## src/rtl/mem_access_pkg.sv

```systemverilog
// mem_access_pkg: shared widths, micro-op codes and FSM encoding for the MEM stage.
// Defines mem_op codes (NONE, LB, LBU, LH, LHU, LW, SB, SH, SW) and the IDLE/ACCESS state type.
// Helper functions classify stores and detect misaligned halfword/word addresses.
package mem_access_pkg;

    localparam int WORD_WIDTH      = 32;
    localparam int MEM_OP_WIDTH    = 4;
    localparam int REG_ADDR_W      = 5;
    localparam int REG_W_SRC_WIDTH = 2;
    localparam int REG_W_DST_WIDTH = 2;

    localparam logic [MEM_OP_WIDTH-1:0] MEM_OP_NONE = 4'd0;
    localparam logic [MEM_OP_WIDTH-1:0] MEM_OP_LB   = 4'd1;
    localparam logic [MEM_OP_WIDTH-1:0] MEM_OP_LBU  = 4'd2;
    localparam logic [MEM_OP_WIDTH-1:0] MEM_OP_LH   = 4'd3;
    localparam logic [MEM_OP_WIDTH-1:0] MEM_OP_LHU  = 4'd4;
    localparam logic [MEM_OP_WIDTH-1:0] MEM_OP_LW   = 4'd5;
    localparam logic [MEM_OP_WIDTH-1:0] MEM_OP_SB   = 4'd6;
    localparam logic [MEM_OP_WIDTH-1:0] MEM_OP_SH   = 4'd7;
    localparam logic [MEM_OP_WIDTH-1:0] MEM_OP_SW   = 4'd8;

    typedef enum logic {
        MEM_ST_IDLE   = 1'b0,
        MEM_ST_ACCESS = 1'b1
    } mem_state_t;

    function automatic logic is_store(input logic [MEM_OP_WIDTH-1:0] op);
        return (op == MEM_OP_SB) || (op == MEM_OP_SH) || (op == MEM_OP_SW);
    endfunction

    function automatic logic is_misaligned(input logic [MEM_OP_WIDTH-1:0] op,
                                           input logic [1:0] addr_lo);
        logic half_op;
        logic word_op;
        half_op = (op == MEM_OP_LH) || (op == MEM_OP_LHU) || (op == MEM_OP_SH);
        word_op = (op == MEM_OP_LW) || (op == MEM_OP_SW);
        return (half_op && addr_lo[0]) || (word_op && (addr_lo != 2'b00));
    endfunction

endpackage

```

## src/rtl/mem_access_load_extend.sv

```systemverilog
// load_extend: selects the addressed byte/halfword lane of a read word and extends it.
// Ports: mem_op, addr (low 2 address bits), rdata (bus word) in; data (extended result) out.
// Purely combinational; stores and NONE produce zero so the MEM/WB load field stays clean.
module load_extend
    import mem_access_pkg::*;
#(
    parameter int W = WORD_WIDTH
) (
    input  logic [MEM_OP_WIDTH-1:0] mem_op,
    input  logic [1:0]              addr,
    input  logic [W-1:0]            rdata,
    output logic [W-1:0]            data
);

    logic [7:0]  lane_byte;
    logic [15:0] lane_half;

    // Little-endian lanes: byte k lives at bits 8k+7:8k, halfword uses addr[1] only.
    assign lane_byte = rdata[{addr, 3'b000} +: 8];
    assign lane_half = rdata[{addr[1], 4'b0000} +: 16];

    always_comb begin
        data = '0;
        case (mem_op)
            MEM_OP_LB:  data = {{(W-8){lane_byte[7]}}, lane_byte};
            MEM_OP_LBU: data = {{(W-8){1'b0}}, lane_byte};
            MEM_OP_LH:  data = {{(W-16){lane_half[15]}}, lane_half};
            MEM_OP_LHU: data = {{(W-16){1'b0}}, lane_half};
            MEM_OP_LW:  data = rdata;
            default:    data = '0;
        endcase
    end

endmodule

```

## src/rtl/mem_access.sv

```systemverilog
// mem_access: MIPS32 MEM stage; turns load/store micro-ops into one req/ack bus transaction and
// registers MEM/WB results. Ports: EX inputs + in_valid/in_ready/stall, bus_* master, wb_* outputs.
// NONE retires 1 cycle after accept; memory ops hold in_ready low until bus_ack (2 + waits cycles).
// Optional MEM_ALIGN_CHECK_EN adds the misalign output and retires misaligned ops without a bus access.
module mem_access
    import mem_access_pkg::*;
#(
    parameter int W = WORD_WIDTH
) (
    input  logic                       clk,
    input  logic                       rst,
    input  logic                       in_valid,
    output logic                       in_ready,
    output logic                       stall,
    input  logic [MEM_OP_WIDTH-1:0]    mem_op,
    input  logic [W-1:0]               alu_result,
    input  logic [W-1:0]               store_data,
    input  logic [W-1:0]               pc,
    input  logic [REG_ADDR_W-1:0]      rd,
    input  logic [REG_ADDR_W-1:0]      rt,
    input  logic                       reg_write_en,
    input  logic [REG_W_SRC_WIDTH-1:0] reg_write_src,
    input  logic [REG_W_DST_WIDTH-1:0] reg_write_dst,
    output logic                       bus_req,
    output logic                       bus_we,
    output logic [W-1:0]               bus_addr,
    output logic [W/8-1:0]             bus_be,
    output logic [W-1:0]               bus_wdata,
    input  logic [W-1:0]               bus_rdata,
    input  logic                       bus_ack,
    output logic                       wb_valid,
    output logic                       wb_reg_write_en,
    output logic [W-1:0]               wb_alu_result,
    output logic [W-1:0]               wb_mem_data,
    output logic [W-1:0]               wb_pc,
    output logic [REG_ADDR_W-1:0]      wb_rd,
    output logic [REG_ADDR_W-1:0]      wb_rt,
    output logic [REG_W_SRC_WIDTH-1:0] wb_reg_write_src,
    output logic [REG_W_DST_WIDTH-1:0] wb_reg_write_dst
`ifdef MEM_ALIGN_CHECK_EN
    ,
    output logic                       misalign
`endif
);

    localparam int BE_W = W / 8;

    mem_state_t state, next_state;
    logic       accept;
    logic       direct_retire;
    logic       ack_retire;
    logic       misalign_hit;
    logic       misalign_q;

    logic [MEM_OP_WIDTH-1:0]    lat_op;
    logic [W-1:0]               lat_addr;
    logic [W-1:0]               lat_sd;
    logic [W-1:0]               lat_pc;
    logic [REG_ADDR_W-1:0]      lat_rd;
    logic [REG_ADDR_W-1:0]      lat_rt;
    logic                       lat_rwe;
    logic [REG_W_SRC_WIDTH-1:0] lat_src;
    logic [REG_W_DST_WIDTH-1:0] lat_dst;
    logic [W-1:0]               ld_data;

    always_ff @(posedge clk) begin
        if (rst) state <= MEM_ST_IDLE;
        else     state <= next_state;
    end

    always_comb begin
        next_state    = state;
        accept        = 1'b0;
        direct_retire = 1'b0;
        ack_retire    = 1'b0;
        misalign_hit  = 1'b0;
        case (state)
            MEM_ST_IDLE: begin
                if (in_valid) begin
                    accept = 1'b1;
`ifdef MEM_ALIGN_CHECK_EN
                    misalign_hit = is_misaligned(mem_op, alu_result[1:0]);
`endif
                    // NONE and rejected misaligned ops never touch the bus.
                    if ((mem_op == MEM_OP_NONE) || misalign_hit) direct_retire = 1'b1;
                    else                                         next_state    = MEM_ST_ACCESS;
                end
            end
            MEM_ST_ACCESS: begin
                if (bus_ack) begin
                    ack_retire = 1'b1;
                    next_state = MEM_ST_IDLE;
                end
            end
            default: next_state = MEM_ST_IDLE;
        endcase
    end

    assign in_ready = (state == MEM_ST_IDLE);
    assign stall    = ~in_ready;

    always_ff @(posedge clk) begin
        if (rst) begin
            lat_op   <= MEM_OP_NONE;
            lat_addr <= '0;
            lat_sd   <= '0;
            lat_pc   <= '0;
            lat_rd   <= '0;
            lat_rt   <= '0;
            lat_rwe  <= 1'b0;
            lat_src  <= '0;
            lat_dst  <= '0;
        end else if (accept) begin
            lat_op   <= mem_op;
            lat_addr <= alu_result;
            lat_sd   <= store_data;
            lat_pc   <= pc;
            lat_rd   <= rd;
            lat_rt   <= rt;
            lat_rwe  <= reg_write_en;
            lat_src  <= reg_write_src;
            lat_dst  <= reg_write_dst;
        end
    end

    // Bus signals come straight from the latched op, so they are stable for the whole request.
    assign bus_req  = (state == MEM_ST_ACCESS);
    assign bus_we   = bus_req && is_store(lat_op);
    assign bus_addr = {lat_addr[W-1:2], 2'b00};

    always_comb begin
        bus_be    = '1;
        bus_wdata = '0;
        case (lat_op)
            MEM_OP_SB: begin
                bus_be    = BE_W'(1) << lat_addr[1:0];
                bus_wdata = {BE_W{lat_sd[7:0]}};
            end
            MEM_OP_SH: begin
                bus_be    = BE_W'(3) << {lat_addr[1], 1'b0};
                bus_wdata = {(W/16){lat_sd[15:0]}};
            end
            MEM_OP_SW: bus_wdata = lat_sd;
            default: ;
        endcase
    end

    load_extend #(.W(W)) u_load_extend (
        .mem_op (lat_op),
        .addr   (lat_addr[1:0]),
        .rdata  (bus_rdata),
        .data   (ld_data)
    );

    // wb_valid and wb_reg_write_en pulse only on retire; other fields hold until the next retire.
    always_ff @(posedge clk) begin
        if (rst) begin
            wb_valid         <= 1'b0;
            wb_reg_write_en  <= 1'b0;
            wb_alu_result    <= '0;
            wb_mem_data      <= '0;
            wb_pc            <= '0;
            wb_rd            <= '0;
            wb_rt            <= '0;
            wb_reg_write_src <= '0;
            wb_reg_write_dst <= '0;
            misalign_q       <= 1'b0;
        end else begin
            wb_valid        <= 1'b0;
            wb_reg_write_en <= 1'b0;
            misalign_q      <= 1'b0;
            if (direct_retire) begin
                wb_valid         <= 1'b1;
                wb_reg_write_en  <= reg_write_en && !misalign_hit;
                wb_alu_result    <= alu_result;
                wb_mem_data      <= '0;
                wb_pc            <= pc;
                wb_rd            <= rd;
                wb_rt            <= rt;
                wb_reg_write_src <= reg_write_src;
                wb_reg_write_dst <= reg_write_dst;
                misalign_q       <= misalign_hit;
            end else if (ack_retire) begin
                wb_valid         <= 1'b1;
                wb_reg_write_en  <= lat_rwe;
                wb_alu_result    <= lat_addr;
                wb_mem_data      <= ld_data;
                wb_pc            <= lat_pc;
                wb_rd            <= lat_rd;
                wb_rt            <= lat_rt;
                wb_reg_write_src <= lat_src;
                wb_reg_write_dst <= lat_dst;
            end
        end
    end

`ifdef MEM_ALIGN_CHECK_EN
    assign misalign = misalign_q;
`else
    logic unused_misalign;
    assign unused_misalign = misalign_q;
`endif

endmodule

```

## config.mk

```make
export PLATFORM = sky130hd
export DESIGN_NAME = mem_access
export DESIGN_NICKNAME = d
export VERILOG_FILES = /design/src/rtl/mem_access_pkg.sv /design/src/rtl/mem_access_load_extend.sv /design/src/rtl/mem_access.sv
export SDC_FILE = /design/constraint.sdc
export NUM_CORES = 1
export LEC_CHECK = 0
export CAP_MARGIN = 15
export CORE_MARGIN = 2
export CORE_UTILIZATION = 45
export DETAILED_ROUTE_END_ITERATION = 10
export GPL_TIMING_DRIVEN = 0
export PLACE_DENSITY = 0.78
export SYNTH_ARGS = -nofsm -noshare
export SYNTH_HDL_FRONTEND = slang
export SYNTH_SLANG_ARGS = --single-unit
```

## constraint.sdc

```tcl
create_clock -name clk -period 4.8 [get_ports clk]
set_input_delay 1.2 -clock clk [delete_from_list [all_inputs] [get_ports clk]]
set_output_delay 1.2 -clock clk [all_outputs]
set_load 0.01 [all_outputs]
```

==> impl_metrics.json <==
{
  "status": "finished, final reports clean",
  "fin_tns_setup_ns": 0,
  "die_h_um": 155,
  "synth_top_family_by_area": "compound AO/OA/AOI/OAI gates",
  "die_area_mm2": 0.0241,
  "synthArstFlopShare_pct": 0,
  "synth.most_common_cell": "nand2_1",
  "hpwl_mm": 26.8,
  "timing.final.crit_share_pct": 85.3,
  "synth_enable_flop_cells": 0,
  "crit_required_ns": 3.60,
  "syn_inst": 1252,
  "r2r-end": "wb_mem_data[13]$_SDFFE_PP0N_",
  "hold_path_startpoint": "wb_mem_data[21]$_SDFFE_PP0N_",
  "synth.ff_latch_count": 228,
  "via_count": 10600,
  "synth_compound_area_share_pct": 23.3,
  "ys.flop_type": "dfxtp_1",
  "drt-total-wl_mm": 36.2,
  "worst-endpoint-arrival_ns": 2.90,
  "grt_antenna_before_repair": 3,
  "cts_tree": "yes",
  "cts-root-buf": "clkbuf_16",
  "crit_path_cell_trace": "buf_4 -> nor4b_4 -> buf_2 -> nand2_1 -> o21ai_0 -> clkdlybuf4s50_1",
  "fmax_ghz": 0.244,
  "slew_violations": 0,
  "r2r_slack_ns": 2.61,
  "clk_latency_ns": 0.53,
  "clk_pin_slew_ns": 0.06,
  "post_cts_buffers": 0,
  "grt_max_degree": 14,
  "cts_buffers": 25,
  "crit_path_end_kind": "primary output",
  "drive_above_1_share_pct": 11.7,
  "rsz0062_at_grt": "no",
  "via_per_inst": 5.52,
  "seq_area_frac_synth_pct": 44.4,
  "ctsHoldBuffers": 0,
  "finalNetCount": 1761,
  "yosysWarnings": 0,
  "fillCellCount": 1897,
  "first_pass_iters": 5,
  "dr.first_iter.drc_count": 615,
  "setup_viol": 0,
  "die_w_um": 155,
  "maxCapViolations": 0,
  "antenna_left": 0,
  "synthDistinctLibCells": 52,
  "synthTopCellsByCount": "352 x nand2_1, 228 x dfxtp_1, 118 x a21oi_1, 87 x nor2_1, 80 x nand3_1",
  "clk_path_buf_depth": 3,
  "core_mm2": 0.0225,
  "clock_skew_ns": 0.00670,
  "crit_path_max_fanout": 10,
  "report.final.hold_viol_count": 0,
  "power_density_mw_per_mm2": 311,
  "final.min_clock_period_ns": 4.10,
  "cp_top_family": "buffers and inverters",
  "h-tree-depth": 1,
  "crit_slowest_cell": "clkdlybuf4s50_1",
  "muxShareOfSynthArea_pct": 2.07,
  "worst_setup_path_start_kind": "register",
  "synth_top_area_cell": "dfxtp_1",
  "ir_drop_uv": 237,
  "grt.total_usage_pct": 28.8,
  "start_util_pct": 45.7,
  "cts_resized": 0,
  "grt_pass1_wl_mm": 55.6,
  "syn-mean-instance-area_um2": 8.21,
  "grt.overflow.total": 0,
  "yosys.area_share.simple_pct": 22.6,
  "max_stage_delay_ns": 0.61,
  "max_slew_margin_pct": 47.3,
  "regArea_mm2": 0.00456,
  "routedWlPerCell_um": 18.9,
  "ff2ff_path_depth": 7,
  "synth_xor_area_share_pct": 0.0852,
  "crit_buf_inv": 3,
  "p_leak_nw": 5.13,
  "synth.top_cells.by_area": "dfxtp_1 44%, nand2_1 13%, a311oi_2 5.8%",
  "r2r_start": "bus_req$_SDFF_PP0_",
  "holdPathEnd": "wb_mem_data[21]$_SDFFE_PP0N_",
  "worst_pin_slew_ns": 0.784,
  "crit_type": "register to primary output",
  "grt_pass1_vias": 10200,
  "hold_depth": 2,
  "syn2layout_area_growth_pct": 43.5,
  "drc": 0,
  "ios": 335,
  "rows": 55,
  "multi_input_area_mm2": 0.00495,
  "synth_top_area_share_pct": 44.4,
  "min_path_type": "register to register",
  "place.gp.congestion": 0.913,
  "io_buffers": 330,
  "holdWs_ns": 0.447,
  "synthAdderAreaFrac_pct": 0,
  "clock_sinks": 228,
  "netlist_area_mm2": 0.0103
}
-- how the worst max path moves through the flow --
stage,start,endpoint,slack (ns),depth (start not counted)
4_1_cts,lat_op[3]$_SDFFE_PP0P_,bus_wdata[29],0.69,6
6_report,lat_op[3]$_SDFFE_PP0P_,bus_wdata[29],0.70,6
3_3_place_gp,lat_op[3]$_SDFFE_PP0P_,bus_wdata[29],1.31,6
3_5_place_dp,lat_op[3]$_SDFFE_PP0P_,bus_wdata[29],1.31,6
5_1_grt,lat_op[3]$_SDFFE_PP0P_,bus_wdata[29],0.56,6
2_1_floorplan,lat_op[0]$_SDFFE_PP0P_,bus_wdata[24],2.17,6
-- registers in the layout, summed over array words and instances (netlist names), 32 cells and up --
signal	cells
lat_sd	32
wb_alu_result	32
lat_addr	32
wb_mem_data	32
wb_pc	32
lat_pc	32
-- per-stage QoR --
stage	total power, W	instance area [µm²]	cells	setup slack (ns)	utilization, %
after floorplan	0.00240	10300	1253	2.17	-
after global placement	0.00274	13900	1868	1.31	62.0
after detailed placement	0.00275	13900	1868	1.31	62.0
after CTS	0.00461	14700	1913	0.686	65.5
after global routing	0.00475	14800	1914	0.558	65.5
final	0.00459	14800	1914	0.705	65.5
-- where the power goes --
| group | internal [W] | switching, W |
|---|---|---|
| Combinational | 0.000328 | 0.000357 |
| Sequential | 0.00197 | 0.0000575 |
| Clock | 0.00108 | 0.000796 |
-- cell usage in the layout (no fill, tap or decap), types with 11 or more instances in the layout --
cell type        Yosys  layout
o21ai_0             13      13
a21oi_1            118     118
buf_4               40      40
a2bb2oi_1           16      16
clkbuf_16            0      25
dfxtp_1            228     228
nand2_1            352     352
a311oi_2            40      40
a311oi_1            38      38
nor2b_1             11      11
nand3_1             80      80
a22o_1              16      16
o21ai_1             24      24
clkdlybuf4s50_1      0     330
buf_2               31      31
nor2_1              87      87
clkbuf_1            68      71
-- per-layer routing --
| layer | global-route usage (%) | share of wire [%] | vias up |
|---|---|---|---|
| met2 | 48.2 | 47 | 428 |
| met1 | 35.6 | 41 | 4988 |
| met3 | 7.63 | 8.6 | 103 |
| met5 | 0 | 0.036 | - |
| met4 | 10.6 | 4.1 | 2 |
| li1 | - | - | 5045 |
-- final cells by class --
cell class,count,area share [%]
Antenna cell,1,0.0170
Buffer,146,5.21
Clock buffer,36,5.06
Clock inverter,9,0.373
Inverter,2,0.0509
Multi-Input combinational cell,877,33.5
Sequential cell,228,30.9
Tap cell,285,2.42
Timing Repair Buffer,330,22.4
-- worst min-delay path, stage by stage, from the launching register on --
cell	delay [ns]
dfxtp_1	0.31
nand2_1	0.05
o21ai_1	0.05
-- kinds of logic after synthesis --
family                 count (synthesis)
AND/OR/NAND/NOR                      549
other                                  1
buffers and inverters                148
flip-flops                           228
multiplexers                          19
XOR/XNOR                               1
AO/OA/AOI/OAI                        306
(Power assumes the default switching activity.)
